## src/rtl/ring_sequencer_pkg.sv

```systemverilog
// ---------------------------------------------------------------------------
// ring_sequencer_pkg
// Shared definitions for the timing-ring sequencer:
//   - FSM state encoding (RS_IDLE / RS_RUN / RS_HOLD)
//   - dwell counter width RS_CNT_W
//   - legal ranges for the POSITIONS and DWELL parameters and their checks
// No ports; imported by ring_sequencer.
// ---------------------------------------------------------------------------
package ring_sequencer_pkg;

  typedef enum logic [1:0] {
    RS_IDLE = 2'd0,
    RS_RUN  = 2'd1,
    RS_HOLD = 2'd2
  } rs_state_e;

  localparam int RS_CNT_W = 8;

  localparam int RS_POS_MIN   = 2;
  localparam int RS_POS_MAX   = 32;
  localparam int RS_DWELL_MIN = 1;
  localparam int RS_DWELL_MAX = 255;

  function automatic bit rs_pos_legal(input int positions);
    return (positions >= RS_POS_MIN) && (positions <= RS_POS_MAX);
  endfunction

  function automatic bit rs_dwell_legal(input int dwell);
    return (dwell >= RS_DWELL_MIN) && (dwell <= RS_DWELL_MAX);
  endfunction

endpackage

```

## src/rtl/pulse_edge.sv

```systemverilog
// ---------------------------------------------------------------------------
// pulse_edge
// Registered rising-edge detector. The output is a one-clock pulse in the
// clock after the input is first sampled high; the history register updates
// every clock regardless of what the consumer is doing.
// Ports:
//   clk    in  1  clock, posedge
//   rst    in  1  asynchronous, active-high reset
//   din    in  1  level input
//   pulse  out 1  registered rising-edge pulse
// ---------------------------------------------------------------------------
module pulse_edge (
  input  logic clk,
  input  logic rst,
  input  logic din,
  output logic pulse
);

  logic last;

  always_ff @(posedge clk or posedge rst) begin
    if (rst) begin
      last  <= 1'b0;
      pulse <= 1'b0;
    end else begin
      last  <= din;
      pulse <= din & ~last;
    end
  end

endmodule

```

## src/rtl/ring_sequencer.sv

```systemverilog
// ---------------------------------------------------------------------------
// ring_sequencer
// Timing-ring controller: steps a one-hot ring through POSITIONS positions,
// holding each for DWELL clocks, and emits single-clock set/reset pulses for
// a bank of set/reset triggers. Start/stop/hold come from channel command
// logic. All outputs are registered.
//
// Optional feature: define RING_SINGLE_STEP_EN to add i_step_mode/i_step.
// With i_step_mode high, each rising edge of i_step replaces dwell expiry.
//
// Parameters:
//   POSITIONS  ring length (2..32)
//   DWELL      clocks per position (1..255)
// Ports:
//   i_clk          in   1          system clock
//   i_reset        in   1          asynchronous, active-high reset
//   i_start        in   1          rising edge starts one revolution
//   i_stop         in   1          level; aborts the revolution
//   i_hold         in   1          level; freezes the ring in place
//   i_step_mode    in   1          (RING_SINGLE_STEP_EN) advance by i_step
//   i_step         in   1          (RING_SINGLE_STEP_EN) step request edge
//   o_pos          out  POSITIONS  one-hot position, 0 when idle
//   o_set_pulse    out  POSITIONS  pulse on entry to a position
//   o_reset_pulse  out  POSITIONS  pulse on exit from a position
//   o_busy         out  1          high in RUN or HOLD
//   o_done         out  1          revolution completed normally
//   o_abort        out  1          revolution ended by i_stop
// ---------------------------------------------------------------------------
module ring_sequencer
  import ring_sequencer_pkg::*;
#(
  parameter int POSITIONS = 8,
  parameter int DWELL     = 4
) (
  input  logic                 i_clk,
  input  logic                 i_reset,
  input  logic                 i_start,
  input  logic                 i_stop,
  input  logic                 i_hold,
`ifdef RING_SINGLE_STEP_EN
  input  logic                 i_step_mode,
  input  logic                 i_step,
`endif
  output logic [POSITIONS-1:0] o_pos,
  output logic [POSITIONS-1:0] o_set_pulse,
  output logic [POSITIONS-1:0] o_reset_pulse,
  output logic                 o_busy,
  output logic                 o_done,
  output logic                 o_abort
);

  if (!rs_pos_legal(POSITIONS)) begin : g_bad_positions
    $error("ring_sequencer: POSITIONS out of range 2..32");
  end
  if (!rs_dwell_legal(DWELL)) begin : g_bad_dwell
    $error("ring_sequencer: DWELL out of range 1..255");
  end

  localparam logic [RS_CNT_W-1:0]  DWELL_LAST = RS_CNT_W'(DWELL - 1);
  localparam logic [POSITIONS-1:0] POS_FIRST  = {{(POSITIONS-1){1'b0}}, 1'b1};

  rs_state_e              state, state_next;
  logic [POSITIONS-1:0]   pos, pos_next;
  logic [POSITIONS-1:0]   set_pulse, set_next;
  logic [POSITIONS-1:0]   reset_pulse, reset_next;
  logic [RS_CNT_W-1:0]    cnt, cnt_next;
  logic                   busy, busy_next;
  logic                   done, done_next;
  logic                   abort, abort_next;
  logic                   start_edge;
  logic                   expire;
  logic                   mode_change;

  pulse_edge u_start_edge (
    .clk   (i_clk),
    .rst   (i_reset),
    .din   (i_start),
    .pulse (start_edge)
  );

`ifdef RING_SINGLE_STEP_EN
  logic step_edge;
  logic last_mode;

  pulse_edge u_step_edge (
    .clk   (i_clk),
    .rst   (i_reset),
    .din   (i_step),
    .pulse (step_edge)
  );

  always_ff @(posedge i_clk or posedge i_reset) begin
    if (i_reset) last_mode <= 1'b0;
    else         last_mode <= i_step_mode;
  end

  // A mode switch restarts the position's dwell rather than carrying a
  // partial count across modes.
  assign mode_change = i_step_mode ^ last_mode;
  assign expire      = i_step_mode ? step_edge : (cnt == DWELL_LAST);
`else
  assign mode_change = 1'b0;
  assign expire      = (cnt == DWELL_LAST);
`endif

  always_comb begin
    state_next = state;
    pos_next   = pos;
    cnt_next   = cnt;
    set_next   = '0;
    reset_next = '0;
    done_next  = 1'b0;
    abort_next = 1'b0;

    case (state)
      RS_IDLE: begin
        if (start_edge && !i_stop) begin
          state_next = RS_RUN;
          pos_next   = POS_FIRST;
          set_next   = POS_FIRST;
          cnt_next   = '0;
        end
      end
      RS_RUN, RS_HOLD: begin
        if (i_stop) begin
          state_next = RS_IDLE;
          pos_next   = '0;
          reset_next = pos;
          abort_next = 1'b1;
          cnt_next   = '0;
        end else if (i_hold) begin
          state_next = RS_HOLD;
        end else begin
          // Leaving HOLD counts as a normal RUN clock, so a hold of N clocks
          // lengthens the position by exactly N.
          state_next = RS_RUN;
          if (mode_change) begin
            cnt_next = '0;
          end else if (expire) begin
            // The shift drops the last bit off the end, so completion leaves
            // the ring empty without a separate clear.
            pos_next   = {pos[POSITIONS-2:0], 1'b0};
            set_next   = {pos[POSITIONS-2:0], 1'b0};
            reset_next = pos;
            cnt_next   = '0;
            if (pos[POSITIONS-1]) begin
              state_next = RS_IDLE;
              done_next  = 1'b1;
            end
          end else begin
            cnt_next = cnt + 1'b1;
          end
        end
      end
      default: begin
        state_next = RS_IDLE;
        pos_next   = '0;
        cnt_next   = '0;
      end
    endcase

    busy_next = (state_next != RS_IDLE);
  end

  always_ff @(posedge i_clk or posedge i_reset) begin
    if (i_reset) begin
      state       <= RS_IDLE;
      pos         <= '0;
      cnt         <= '0;
      set_pulse   <= '0;
      reset_pulse <= '0;
      busy        <= 1'b0;
      done        <= 1'b0;
      abort       <= 1'b0;
    end else begin
      state       <= state_next;
      pos         <= pos_next;
      cnt         <= cnt_next;
      set_pulse   <= set_next;
      reset_pulse <= reset_next;
      busy        <= busy_next;
      done        <= done_next;
      abort       <= abort_next;
    end
  end

  assign o_pos         = pos;
  assign o_set_pulse   = set_pulse;
  assign o_reset_pulse = reset_pulse;
  assign o_busy        = busy;
  assign o_done        = done;
  assign o_abort       = abort;

endmodule

```

## config.mk

```make
export PLATFORM = sky130hd
export DESIGN_NAME = ring_sequencer
export DESIGN_NICKNAME = d
export VERILOG_FILES = /design/src/rtl/ring_sequencer_pkg.sv /design/src/rtl/pulse_edge.sv /design/src/rtl/ring_sequencer.sv
export SDC_FILE = /design/constraint.sdc
export NUM_CORES = 1
export LEC_CHECK = 0
export BUFFER_PORTS_ARGS = -buffer_cell sky130_fd_sc_hd__buf_2
export CAP_MARGIN = 20
export CORE_MARGIN = 2
export CORE_UTILIZATION = 40
export CTS_BUF_LIST = sky130_fd_sc_hd__clkbuf_2
export CTS_CLUSTER_SIZE = 28
export DETAILED_ROUTE_END_ITERATION = 8
export GPL_ROUTABILITY_DRIVEN = 0
export SLEW_MARGIN = 20
export SYNTH_ARGS = -nofsm -noshare
export SYNTH_HDL_FRONTEND = slang
export SYNTH_SLANG_ARGS = --single-unit
export TNS_END_PERCENT = 30
```

## constraint.sdc

```tcl
create_clock -name i_clk -period 1.6 [get_ports i_clk]
set_clock_uncertainty 0.1 [all_clocks]
set_input_delay 0.16 -clock i_clk [delete_from_list [all_inputs] [get_ports i_clk]]
set_output_delay 0.16 -clock i_clk [all_outputs]
set_load 0.01 [all_outputs]
```

* After elaboration in Yosys (flattened, before gate mapping)
Index checks and enable logic that the tools add are counted.
** Cells by class
- Equality and inequality tests :: 6
- Mux-type cells :: 32
- $add $sub $neg :: 1
- Bitwise gates (word level) :: 2
- Reduce and logical (&&, ||, !) cells :: 7
** Operator list (number)
- $mux 8 :: 15
- $pmux 8 s2 :: 3
- $mux 1 :: 10
- $add 8x1->8 const B :: 1
- $eq 8x2->1 const B :: 1
- $mux 2 :: 3
- $ne 3x3->1 const B :: 2
- $pmux 2 s2 :: 1
- $reduce_and 3->1 :: 1
- $eq 2x1->1 const B :: 1
- $eq 2x2->1 const B :: 1
- $logic_not 2->1 :: 1
- $ne 2x2->1 const B :: 1
- $reduce_and 2->1 :: 1
- $reduce_bool 2->1 :: 1
- $reduce_or 2->1 :: 1
- $and 1x1->1 :: 1
- $logic_and 1x1->1 :: 1
- $logic_not 1->1 :: 1
- $not 1->1 :: 1
** Storage, ports and cells
- Logic and storage cells :: 58
- Flip-flop bits (word level) :: 39
- Output and inout bits :: 27

* Depth between registers and ports, before layout
- Depth in word-level cells :: 6
- Mapped depth :: 8
- Depth with buffers taken out :: 6

* By module
From an unflattened synthesis, not the netlist that was laid out.
** Unflattened totals
- Cell total of the unflattened synthesis :: 144
- Area, all modules :: 1684.1 sq um
** Modules (own cells, without submodules)
- ring_sequencer :: times used 1, seq. area each 925.9 sq um, cells each 140, area an instance 1616.6 sq um
- pulse_edge :: times used 1, seq. area each 50.0 sq um, cells each 4, area an instance 67.6 sq um

* Worst setup path after synthesis
No wires, ideal clock.
- Path type :: register to register
- Start :: register state[0]
- End :: register cnt[6]
- Buffers on the path :: 0
- Setup slack :: -0.128 ns
- Period minus slack after synthesis :: 1.728 ns
- Cell stages (with the launch flop) :: 7
- Arrival :: 1.551 ns
- Cells stage by stage :: dfrtp_1 inv_1 ha_1 nand3b_4 o21ai_2 or4_1 a21oi_1
** On the way
- Longest elaborated chain between the ends :: 4
- Elaborated cells on any way between the ends :: 8
- Classes of those cells :: 4 x eq/ne; 1 x mux; 3 x reduce/logical
** RTL lines
- start: declaration :: RTL line ring_sequencer.sv:62 : rs_state_e state, state_next;
- start signal: assignment :: RTL line ring_sequencer.sv:176 : state <= state_next;
- $eq 2x1->1 or $eq 2x2->1 (tied branches) :: RTL line ring_sequencer.sv:115 : case (state)
- $reduce_or 2->1 :: RTL line ring_sequencer.sv:115
- $ne 3x3->1 (no source line)
- $reduce_and 2->1 (no source line)
- end signal: assignment :: RTL line ring_sequencer.sv:178 : cnt <= cnt_next;
- end: declaration :: RTL line ring_sequencer.sv:66 : logic [RS_CNT_W-1:0] cnt, cnt_next;
Parallel ways exist; a longest one is shown, timed or not.
A chain may end at the register's enable or synchronous reset.

* Final worst setup path
Ends and elaborated chain as after synthesis.

==> impl_metrics.yaml <==
drt:
  postRouteAntennaNets: 0
  dr.pass1.iters: 4
  viasPerCell: 5.02
  wirelength_um: 3900
  route.detailed.drc: 0
  drt_first_iter_violations: 79
  wl_per_cell_um: 14.6
  vias: 1341
setup_path:
  path_buf_inv: 1
  crit_required_ns: 1.83
  critPathLaunch: "state[0]"
  rr_worst_depth: 6
  cpMaxStageDelayCell: "or4_4"
  r2r-start: "state[0]"
  crit_chain: "inv_2 > ha_4 > nand3b_4 > o21ai_4 > or4_4 > a21oi_2"
  crit_family: "simple AND/OR/NAND/NOR gates"
  critical_path.max_stage_delay_ns: 0.52
  crit_path_end_kind: "flop"
  critPathKind: "flop to flop"
  cp-start-kind: "flop"
  r2r_setup_slack_ns: -0.16
  r2r_end: "cnt[6]"
  crit_path_max_fanout: 5
  cp_data_arrival_time_ns: 1.99
synth:
  synth.yosys.warnings: 0
  syn_inst: 145
  synth_area_per_cell_um2: 11.5
  ys_seq_area_share_pct: 58.7
  synth_edf_count: 0
  yosysUniqueCellTypes: 37
  synth_nets: 153
  async_reset_ff_share_pct: 100
  synth_ff_type: "dfrtp_1"
  netlist_area_um2: 1660
  ys_seq_elements: 39
grt:
  grt_overflow: 0
  grt_pass1_vias: 1353
  grt_max_degree: 40
  antenna_found_initial: 0
  grt_pass1_wl_um: 6350
  grt_usage_pct: 18.7
outcome:
  violations: "setup timing"
  status: "finished, violations left"
power_and_ir_drop:
  ir_drop_mv: 0.557
  pwr-share-seq_pct: 35.6
  power.share.clock_pct: 18.1
  finalPower_w: 0.00330
  internal_power_w: 0.00210
  leakagePower_nw: 1.20
  p_sw_w: 0.00120
  pwr_density_cell_nw_per_um2: 1410
  switching_share_pct: 36.3
  combPwrFrac_pct: 46.3
timing:
  fin_crit_sh_pct: 110
  worst_slew_pin_slew_ns: 0.494
  slew_headroom_pct: 67.1
  min_period_ns: 1.76
  setup_viol: 23
  timing.final.ws_setup_ns: -0.155
  fmax_mhz: 570
  rsz0062_at_grt: "yes"
  slew_violations: 0
  hold_violations: 0
  whs_ns: 0.137
clocking:
  clk_latency_ns: 0.39
  cts_tree: "yes"
  htreeDepth: 2
  numCtsBuffers: 5
  clk_path_buf_depth: 2
  clk_pin_slew_ns: 0.20
  cts_sinks: 39
  clock-root-buffer: "clkbuf_2"
min_path:
  hold_end: "o_set_pulse[0]"
  hp-start: "i_stop"
  hold_path_depth: 3
  hold_class: "primary input to flop"
cells_and_area:
  design_area_um2: 2340
  drive_gt1_share_pct: 45.2
  final_nets: 224
  syn_to_final_growth_pct: 41.0
  final_cell_mix: "39 x dfrtp_1, 31 x buf_2, 28 x buf_4"
  fillerInstances: 355
  fin_cells: 267
  utilization_pct: 58.6
  layout_commonest_cell: "dfrtp_1"
  diodes: 0
floorplan:
  die-area_um2: 4690
  start_util_pct: 41.6
  die_w_um: 68.5
  core-area_um2: 4000
  ios: 32
  rows: 23
  die_h_um: 68.5
flow_run:
  max_cap_violations: 0
placed_design:
  dpl.hpwl_um: 2610
  placed_cells: 248
  portBuffers: 31
  place_area_um2: 2090
[Yosys cell counts (2+ instances only)]
| cell type | instances | area, um2 |
|---|---|---|
| nand3_1 | 2 | 10.0 |
| o31ai_1 | 9 | 67.6 |
| or4_1 | 2 | 15.0 |
| inv_1 | 5 | 18.8 |
| o21ai_0 | 7 | 35.0 |
| nor2_1 | 5 | 18.8 |
| o211ai_1 | 3 | 22.5 |
| nand2_1 | 15 | 56.3 |
| nor2b_1 | 3 | 18.8 |
| and2_1 | 17 | 106 |
| ha_1 | 3 | 37.5 |
| buf_2 | 3 | 15.0 |
| dfrtp_1 | 39 | 976 |
| and3_1 | 2 | 12.5 |
| xor2_1 | 3 | 26.3 |
| nor3_1 | 2 | 10.0 |
| nand2b_1 | 3 | 18.8 |
| a21oi_1 | 3 | 15.0 |
[tightest hold or removal path, delay by kind of cell]
family,cells,cell delay (ns)
AND/OR/NAND/NOR,2,0.33
buffers and inverters,1,0.13
[cell families (layout without fill, tap and decap cells)]
group	count (synthesis)	count (layout)	share of synthesized area, %
and+or+nand+nor	59	59	21.7
DFF	39	39	58.7
AOI/OAI and AO/OA	32	32	13.0
buffers and inverters	8	80	2.03
adders and majority gates	3	3	2.26
xor gates and xnor gates	3	3	1.58
muxes	1	1	0.677
[power groups by stage]
stage | Sequential (W) | Clock [W] | Combinational [W]
3_5_place_dp | 0.00119 | 0 | 0.00123
5_1_grt | 0.00119 | 0.000659 | 0.00165
4_1_cts | 0.00117 | 0.000619 | 0.00140
3_3_place_gp | 0.00118 | 0 | 0.00120
6_report | 0.00117 | 0.000596 | 0.00153
2_1_floorplan | 0.00122 | 0 | 0.000659
[cell type report]
class,count,area [um2],area share [%]
sequential,39,976,41.6
timing repair buffer,67,454,19.4
tap,50,62.6,2.67
inverter,5,18.8,0.800
multi-input combinational,98,764,32.6
clock inverter,3,43.8,1.87
clock buffer,5,25.0,1.07
[how the worst max path moves through the flow]
| stage | to | slack [ns] | cells past startpoint |
|---|---|---|---|
| detailed placement | cnt[6] | -0.09 | 6 |
| CTS | cnt[6] | -0.09 | 6 |
| global placement | o_busy | -0.03 | 7 |
| finish | cnt[6] | -0.16 | 6 |
| floorplan | o_pos[0] | -0.09 | 5 |
| global route | o_set_pulse[1] | -0.18 | 7 |
[metrics by stage]
step	worst slack (ns)	setup TNS, ns
after global placement	-0.0304	-0.109
after detailed placement	-0.0911	-0.933
after floorplan	-0.0933	-0.176
final	-0.155	-1.80
after global routing	-0.181	-3.50
after CTS	-0.0892	-0.886
[what timing repair did]
item / 4_1_cts / 5_1_grt
setup endpoints to repair: 33 / 34
setup buffers: 5 / 2
gates cloned: 0 / 0
pin swaps: 9 / 10
hold buffers: 3 / 1
resized for setup: 10 / 18
endpoints found under the hold margin: 43 / 1
[registers in the layout, indices dropped and copies added (netlist names)]
signal              flops
u_start_edge.pulse      1
o_pos                   8
state                   2
o_busy                  1
cnt                     8
o_abort                 1
u_start_edge.last       1
o_reset_pulse           8
o_set_pulse             8
o_done                  1
[routing by layer]
layer | GRT usage [%] | vias up | routed length, um
met2 | 30.9 | 31 | 2010
met3 | 3.62 | 10 | 153
met4 | 10.5 | 0 | 83
li1 | - | 644 | -
met5 | 0 | - | 0
met1 | 22.8 | 656 | 1650
No activity file was read; power rests on OpenSTA's default activity.
